===== src/rtl/versa_ekey_writer_pkg.sv =====
// versa_ekey_writer_pkg: EKEY region geometry, engine state encoding and operation mode
package versa_ekey_writer_pkg;
  localparam logic [15:0] EKEY_BASE = 16'h0230;
  localparam logic [15:0] EKEY_SIZE = 16'h001F;
  localparam logic [4:0] LAST_IDX = 5'(EKEY_SIZE - 16'd1);
  typedef enum logic [1:0] {ST_IDLE, ST_FETCH, ST_WRITE, ST_FIN} state_t;
  typedef enum logic {MODE_REFRESH, MODE_ERASE} mode_t;
  function automatic logic [15:0] ekey_addr(input logic [4:0] idx);
    return EKEY_BASE + {11'b0, idx};
  endfunction
endpackage


===== src/rtl/versa_ekey_writer_if.sv =====
// versa_ekey_writer_if: entropy source handshake plus granted memory write port
interface versa_ekey_writer_if;
  logic        ent_valid;
  logic        ent_ready;
  logic [7:0]  ent_data;
  logic        wr_req;
  logic        wr_gnt;
  logic [15:0] wr_addr;
  logic [7:0]  wr_data;
  modport master(input ent_valid, ent_data, wr_gnt, output ent_ready, wr_req, wr_addr, wr_data);
  modport slave(output ent_valid, ent_data, wr_gnt, input ent_ready, wr_req, wr_addr, wr_data);
endinterface


===== src/rtl/versa_ekey_writer.sv =====
// versa_ekey_writer: sole writer of the EKEY region, refreshing it from entropy or erasing it
module versa_ekey_writer
  import versa_ekey_writer_pkg::*;
(
  input  logic clk,
  input  logic rst_n,
  input  logic refresh_req,
  input  logic erase_req,
  versa_ekey_writer_if.master bus,
  output logic busy,
  output logic done,
  output logic key_valid
);
  state_t state, state_n;
  mode_t mode, mode_n;
  logic [4:0] idx, idx_n;
  logic [7:0] byte_q;
  logic kv_n, last, abort;
  assign last = idx == LAST_IDX;
  // an erase arriving mid-refresh restarts the region from its first byte
  assign abort = erase_req && mode == MODE_REFRESH && (state == ST_FETCH || state == ST_WRITE);
  always_ff @(posedge clk) begin
    if (!rst_n) begin
      state <= ST_IDLE;
      mode <= MODE_REFRESH;
      idx <= '0;
      byte_q <= '0;
      key_valid <= 1'b0;
    end else begin
      state <= state_n;
      mode <= mode_n;
      idx <= idx_n;
      key_valid <= kv_n;
      if (state == ST_FETCH && bus.ent_valid) byte_q <= bus.ent_data;
    end
  end
  always_comb begin
    state_n = state;
    mode_n = mode;
    idx_n = idx;
    kv_n = key_valid;
    case (state)
      ST_IDLE: if (erase_req || refresh_req) begin
        state_n = erase_req ? ST_WRITE : ST_FETCH;
        mode_n = erase_req ? MODE_ERASE : MODE_REFRESH;
        idx_n = '0;
        kv_n = 1'b0;
      end
      ST_FETCH: state_n = bus.ent_valid ? ST_WRITE : ST_FETCH;
      ST_WRITE: if (bus.wr_gnt) begin
        state_n = last ? ST_FIN : (mode == MODE_REFRESH ? ST_FETCH : ST_WRITE);
        idx_n = last ? idx : idx + 5'd1;
      end
      default: begin
        state_n = ST_IDLE;
        kv_n = mode == MODE_REFRESH;
      end
    endcase
    if (abort) begin
      state_n = ST_WRITE;
      mode_n = MODE_ERASE;
      idx_n = '0;
      kv_n = 1'b0;
    end
  end
  always_comb begin
    bus.ent_ready = state == ST_FETCH;
    bus.wr_req = state == ST_WRITE;
    bus.wr_addr = state == ST_WRITE ? ekey_addr(idx) : 16'h0000;
    bus.wr_data = (state == ST_WRITE && mode == MODE_REFRESH) ? byte_q : 8'h00;
    busy = state != ST_IDLE;
    done = state == ST_FIN;
  end
endmodule

===== src/flat_wrapper.sv =====
// flat-port wrapper written by rule: the top's interface ports become plain ports
module versa_ekey_writer_flat import versa_ekey_writer_pkg::*;
  (clk, rst_n, refresh_req, erase_req, busy, done, key_valid, bus_ent_valid, bus_ent_data, bus_wr_gnt, bus_ent_ready, bus_wr_req, bus_wr_addr, bus_wr_data);
  versa_ekey_writer_if bus_i ();
  input  logic clk;
  input  logic rst_n;
  input  logic refresh_req;
  input  logic erase_req;
  output logic busy;
  output logic done;
  output logic key_valid;
  input wire logic [$bits(bus_i.ent_valid)-1:0] bus_ent_valid;
  input wire logic [$bits(bus_i.ent_data)-1:0] bus_ent_data;
  input wire logic [$bits(bus_i.wr_gnt)-1:0] bus_wr_gnt;
  output wire logic [$bits(bus_i.ent_ready)-1:0] bus_ent_ready;
  output wire logic [$bits(bus_i.wr_req)-1:0] bus_wr_req;
  output wire logic [$bits(bus_i.wr_addr)-1:0] bus_wr_addr;
  output wire logic [$bits(bus_i.wr_data)-1:0] bus_wr_data;
  assign bus_i.ent_valid = bus_ent_valid;
  assign bus_i.ent_data = bus_ent_data;
  assign bus_i.wr_gnt = bus_wr_gnt;
  assign bus_ent_ready = bus_i.ent_ready;
  assign bus_wr_req = bus_i.wr_req;
  assign bus_wr_addr = bus_i.wr_addr;
  assign bus_wr_data = bus_i.wr_data;
  versa_ekey_writer u_core (.clk(clk), .rst_n(rst_n), .refresh_req(refresh_req), .erase_req(erase_req), .bus(bus_i), .busy(busy), .done(done), .key_valid(key_valid));
endmodule

===== config.mk =====
export PLATFORM = sky130hd
export DESIGN_NAME = versa_ekey_writer_flat
export DESIGN_NICKNAME = d
export VERILOG_FILES = /design/src/rtl/versa_ekey_writer_pkg.sv /design/src/rtl/versa_ekey_writer_if.sv /design/src/rtl/versa_ekey_writer.sv /design/src/flat_wrapper.sv
export SDC_FILE = /design/constraint.sdc
export NUM_CORES = 1
export LEC_CHECK = 0
export ABC_CLOCK_PERIOD_IN_PS = 2100
export BUFFER_PORTS_ARGS = -buffer_cell sky130_fd_sc_hd__buf_2
export CORE_ASPECT_RATIO = 1.75
export CORE_MARGIN = 5
export CORE_UTILIZATION = 25
export CTS_CLUSTER_DIAMETER = 120
export DETAILED_ROUTE_END_ITERATION = 12
export GPL_TIMING_DRIVEN = 0
export PLACE_DENSITY = 0.56
export SLEW_MARGIN = 40
export SYNTH_ARGS = -nofsm -noshare
export SYNTH_HDL_FRONTEND = slang
export SYNTH_SLANG_ARGS = --single-unit
export TNS_END_PERCENT = 1

===== constraint.sdc =====
create_clock -name clk -period 2.1 [get_ports clk]
set_input_delay 0.21 -clock clk [delete_from_list [all_inputs] [get_ports clk]]
set_output_delay 0.21 -clock clk [all_outputs]
set_load 0.02 [all_outputs]

==> flow_summary_export.csv, run 1 <==
group,metric,value,unit
timing,tightestPinTransition,0.542,ns
cts,hold_buffers,0,
min_path,whs_endpoint,"u_core.byte_q[4]$_SDFFE_PN0N_",
critical_path,cpMaxStageDelayCell,"clkbuf_1",
timing,setup_tns,0,ns
routing,via_per_inst,4.49,
cts,clk_pin_slew_worst_paths,0.06,ns
critical_path,worstSetupStartpointType,"register",
layout,fill_cells,476,
critical_path,path_buf_inv,4,
synth,ys_seq_area_share,32.9,%
critical_path,path_max_fanout,10,
layout,multi_input_area,607,µm²
cts,worstSkewPairLatency,0.25,ns
die,dieArea,5580,µm²
critical_path,worstPathRequired,1.89,ns
power,vdd_drop_max,0.608,mV
global_routing,grt_pass1_vias,988,
timing,maxSlewHeadroom,63.8,%
place,io_buffers,34,
cts,cts_tree,"yes",
critical_path,r2r_cells,7,
critical_path,crit_family,"buffers and inverters",
timing,rsz0062_at_grt,"yes",
layout,fin_nets,197,
layout,fin_util,33.0,%
timing,fin_crit_sh,94.2,%
cts,cts_buffer_depth,2,
routing,drcViolationCount,0,
critical_path,reg2reg_to,"u_core.idx[3]$_SDFFE_PP0P_",
critical_path,r2r_start,"u_core.state[0]$_SDFFE_PP0P_",
layout,syn2layout_area_growth,29.7,%
global_routing,grt-ovfl-total,0,
synth,syn-cell-area,1040,µm²
synth,synth_top_area_cell,"dfxtp_1",
cts,cts_inserted_buffers,3,
synth,synth_top_area_share,32.9,%
synth,ys_types,35,
critical_path,critical_path_class,"register to output pin",
routing,vias,1011,
layout,drive_above_1_share,30.1,%
synth,yosys_warnings,0,
timing,fin_worst_skew,0.00247,ns
synth,synth.avg_cell_area,7.91,µm²
cts,clock-sinks,17,
synth,synth_commonest_cells,"20 x nand2_1, 17 x dfxtp_1, 14 x and2_1",
power,powerDensity,1040,nW/µm²
timing,hold-worst-slack,0.201,ns
power,power_leakage,0.000626,µW
die,ios,43,
status,status,"finished, final reports clean",
layout,seqCellArea,340,µm²
die,start_util,25.4,%
power,p_total,1400,µW
synth,synth_most_common_cell,"nand2_1",
min_path,hp-start,"bus_ent_data[4]",
die,rows,31,
global_routing,grtUsageTotal,10.3,%
routing,dr.pass1.iters,4,
critical_path,slowest_delay,0.35,ns
timing,setup_viol,0,
global_routing,grt_max_degree,11,
layout,num_antenna_cells,0,
job,max_cap_viol_count,0,
synth,postSynthCellCount,131,
critical_path,crit_chain,"inv_1 -> ha_2 -> clkbuf_1 -> nor2b_1 -> buf_4 -> buf_2",
routing,wl,2700,µm
timing,fmax,0.505,GHz
synth,synth_edf_count,0,
synth,synthFlopType,"dfxtp_1",
routing,drt_iter0_drc,22,
timing,report.final.slew_viol_count,0,
place,post-place-cells,221,
critical_path,critPathArrivalTime,1.77,ns
cts,root_buffer,"clkbuf_8",
global_routing,antenna_found_initial,0,
min_path,hp-class,"input pin to register",
synth,yosys-top-cells-area,"dfxtp_1 33%, and2_1 8.5%, buf_4 7.2%",
critical_path,endpoint_kind,"output pin",
die,core_region_area,4070,µm²
timing,hold_violations,0,
place,gp_congestion,0.778,
global_routing,grt_pass1_wl,4440,µm
routing,final_antenna_net_count,0,
die,die_x,58.7,µm
synth,synthArstFlopShare,0,%
cts,htreeDepth,1,
timing,period_minus_slack,1.98,ns
routing,wire_per_inst,12.0,µm
min_path,hold_depth,3,
place,dp_hpwl,2170,µm
layout,stdcell_count,225,
die,die_h,95.2,µm
synth,synth-seq-cells,17,
critical_path,worst-r2r-setup-slack,0.23,ns
-- cells in the final DEF (no fill, tap or decap), types with 3 or more instances in the layout --
cell type,synthesis,final
a21oi_1,12,12
o21ai_0,7,7
conb_1,1,8
and2_1,14,14
nand3_1,3,3
clkbuf_8,0,3
ha_1,6,5
buf_2,0,34
clkbuf_1,2,3
buf_4,10,10
nor2b_1,4,3
dfxtp_1,17,17
nand2_1,20,20
nor2_1,3,3
inv_1,6,6
-- through the flow --
step,area [µm²],setup WS (ns)
floorplan,1060,0.136
finish,1340,0.122
detailed placement,1290,0.159
global placement,1290,0.156
CTS,1340,0.00240
global route,1340,-0.00907
-- cell families after synthesis --
family	synth area share, %
simple gates	29.2
compound gates	17.6
buf+inv	11.6
flops	32.9
fa+ha+maj	7.25
mux	1.09
other cells	0.362
-- layer usage --
layer | vias up | wire length [µm] | GRT usage [%]
met1 | 450 | 1060 | 11.0
met3 | 4 | 181 | 2.03
met4 | 0 | 45 | 4.16
met2 | 40 | 1410 | 19.1
li1 | 517 | - | -
met5 | - | 0 | 0
-- area by class of cell --
type                    count  area share (%)
flip-flops and latches     17            25.3
clock buffers               4            3.35
plain buffers              13            6.98
inverters                   7            1.96
repair buffers             34            12.7
well taps                  49            4.56
multi-input cells         101            45.2
-- sequential cells by signal, summed over array words and instances (netlist names) --
register and cells:
u_core.mode 1, u_core.state 2, u_core.key_valid 1, u_core.idx 5
u_core.byte_q 8
-- power breakdown --
part	internal, µW	switching (µW)	total, µW
clock network	134	106	240
registers	382	46.2	428
logic	281	452	733
-- how the worst max path moves through the flow --
stage | slack (ns) | endpoint | depth (start not counted) | from
floorplan | 0.14 | u_core.idx[3]$_SDFFE_PP0P_ | 7 | u_core.state[0]$_SDFFE_PP0P_
global placement | 0.16 | u_core.idx[3]$_SDFFE_PP0P_ | 7 | u_core.state[0]$_SDFFE_PP0P_
detailed placement | 0.16 | u_core.idx[4]$_SDFFE_PP0P_ | 7 | u_core.state[0]$_SDFFE_PP0P_
CTS | 0.002 | bus_wr_data[3] | 5 | u_core.state[0]$_SDFFE_PP0P_
global route | -0.009 | bus_wr_addr[5] | 6 | u_core.state[0]$_SDFFE_PP0P_
finish | 0.12 | bus_wr_addr[5] | 6 | u_core.state[0]$_SDFFE_PP0P_
-- worst register-to-register path, stage by stage, from the launching register on --
cell	delay, ns
dfxtp_1	0.39
inv_1	0.08
ha_2	0.24
and2_1	0.20
and2_4	0.14
buf_6	0.12
or4_1	0.49
a21boi_1	0.14
-- what timing repair did --
item	CTS	global route
gates resized for setup	0	2
setup endpoints to repair	0	10
buffers inserted	0	0
Power figures use the tool's default switching activity.
==> run 2: changes to the inputs <==
Settings changed: ABC_CLOCK_PERIOD_IN_PS 2100 to 2000, CTS_CLUSTER_SIZE set to 30.
Clock period 2.1 ns to 2 ns, I/O delays scaled along.
==> run 2 against run 1 <==
Compared with the run above:
- setup slack better by 0.031 ns
- worst hold slack worse by 0.010 ns
- clock power up 5%
- largest power group unchanged
==> flow_summary_export.csv, run 2 (synthesis results as in run 1) <==
group,metric,value,unit
global_routing,grt_pass1_vias,988,
global_routing,grt_max_degree,11,
timing,fin_worst_skew,0.00252,ns
die,start_util,25.4,%
critical_path,worstSetupStartpointType,"register",
die,rows,31,
die,dieArea,5580,µm²
layout,top_regs,"u_core.byte_q (8), u_core.idx (5), u_core.state (2)",
critical_path,path_max_fanout,8,
layout,drive_above_1_share,31.3,%
timing,setup_tns,0,ns
critical_path,r2r_cells,7,
min_path,whs_endpoint,"u_core.byte_q[4]$_SDFFE_PN0N_",
min_path,hp-class,"input pin to register",
power,powerDensity,1100,nW/µm²
cts,cts_setup_buffers,0,
timing,setup_viol,0,
layout,final_common_cell,"buf_2",
place,dp_hpwl,2170,µm
place,post-place-cells,221,
power,power_leakage,0.000630,µW
cts,cts_tree,"yes",
critical_path,endpoint_kind,"register",
global_routing,grt-ovfl-total,0,
critical_path,reg2reg_to,"u_core.idx[3]$_SDFFE_PP0P_",
timing,fin_crit_sh,92.4,%
layout,mostFrequentLayoutCells,"34 x buf_2, 20 x nand2_1, 16 x dfxtp_1, 14 x and2_1, 12 x a21oi_1",
timing,hold_violations,0,
routing,via_per_inst,4.45,
job,max_cap_viol_count,0,
cts,htreeDepth,1,
timing,fmax,0.541,GHz
timing,period_minus_slack,1.85,ns
timing,maxSlewHeadroom,63.8,%
cts,cts_inserted_buffers,3,
power,vdd_drop_max,0.638,mV
place,gp_congestion,0.778,
cts,cts_buffer_depth,2,
die,die_x,58.7,µm
die,core_region_area,4070,µm²
routing,drt_iter0_drc,22,
critical_path,critical_path_class,"register to register",
global_routing,grt_pass1_wl,4440,µm
status,status,"finished, final reports clean",
routing,wire_per_inst,12.0,µm
cts,clock-sinks,17,
die,ios,43,
power,p_total,1480,µW
cts,hold_buffers,0,
routing,dr.pass1.iters,4,
layout,top_register,"u_core.byte_q",
critical_path,worstPathRequired,2.18,ns
critical_path,worst-r2r-setup-slack,0.15,ns
layout,fin_nets,197,
critical_path,critPathArrivalTime,2.03,ns
timing,report.final.slew_viol_count,0,
layout,syn2layout_area_growth,30.0,%
min_path,hold_depth,3,
routing,vias,1002,
routing,drcViolationCount,0,
die,die_h,95.2,µm
cts,clk_pin_slew_worst_paths,0.07,ns
layout,num_antenna_cells,0,
layout,largest_reg_flops,8,
timing,tightestPinTransition,0.542,ns
routing,wl,2700,µm
min_path,hp-start,"bus_ent_data[4]",
critical_path,r2r_start,"u_core.idx[0]$_SDFFE_PP0P_",
routing,final_antenna_net_count,0,
global_routing,grtUsageTotal,10.3,%
timing,rsz0062_at_grt,"no",
place,io_buffers,34,
cts,worstSkewPairLatency,0.25,ns
cts,root_buffer,"clkbuf_8",
layout,stdcell_count,225,
global_routing,antenna_found_initial,0,
## run 2: worst max path at each step
stage	start	to	slack (ns)	depth (start not counted)
after detailed placement	u_core.state[0]$_SDFFE_PP0P_	u_core.idx[4]$_SDFFE_PP0P_	0.06	7
after global placement	u_core.state[0]$_SDFFE_PP0P_	u_core.idx[3]$_SDFFE_PP0P_	0.06	7
after floorplan	u_core.state[0]$_SDFFE_PP0P_	u_core.idx[3]$_SDFFE_PP0P_	0.04	7
final	u_core.idx[0]$_SDFFE_PP0P_	u_core.idx[3]$_SDFFE_PP0P_	0.15	7
after CTS	u_core.state[0]$_SDFFE_PP0P_	u_core.idx[4]$_SDFFE_PP0P_	0.04	7
after global routing	u_core.idx[0]$_SDFFE_PP0P_	u_core.idx[4]$_SDFFE_PP0P_	0.02	7
## run 2: timing repair
item,CTS,global route
gates resized for setup,2,2
pin swaps,0,0
setup endpoints to repair,9,11
## run 2: cell type report
cell class                      count  area, µm²
Sequential cell                    17        342
Timing Repair Buffer               34        170
Multi-Input combinational cell    101        607
Inverter                            7       26.3
Tap cell                           49       61.3
Fill cell                         476       2730
Buffer                             13       95.1
Clock buffer                        4       45.0
## run 2: per-layer routing
layer  vias to the layer above  part of all wire, %  global-route usage [%]
met5                         -                    0                       0
met4                         0                  1.7                    4.16
met3                         4                  6.6                    2.03
met2                        36                   52                    19.1
met1                       446                   39                    11.0
li1                        516                    -                       -
## run 2: per-stage QoR
step	setup WS (ns)	util, %	instance area, µm²	hold WS [ns]
floorplan	0.0362	-	1060	0.311
global placement	0.0560	31.8	1290	0.438
detailed placement	0.0589	31.8	1290	0.442
CTS	0.0397	33.0	1340	0.185
global route	0.0248	33.1	1350	0.181
finish	0.153	33.1	1350	0.191
## run 2: worst max-delay path: stages, from the launching register on
cell	delay (ns)
dfxtp_1	0.39
inv_1	0.08
ha_1	0.20
and3_1	0.19
and2_4	0.15
buf_6	0.12
or4_1	0.49
a21boi_1	0.14
## run 2: report_power, final
| group | total [µW] | switching [µW] | internal, µW |
|---|---|---|---|
| clock | 252 | 111 | 141 |
| combinational | 772 | 475 | 297 |
| sequential | 451 | 48.5 | 403 |
| total | 1480 | 634 | 841 |
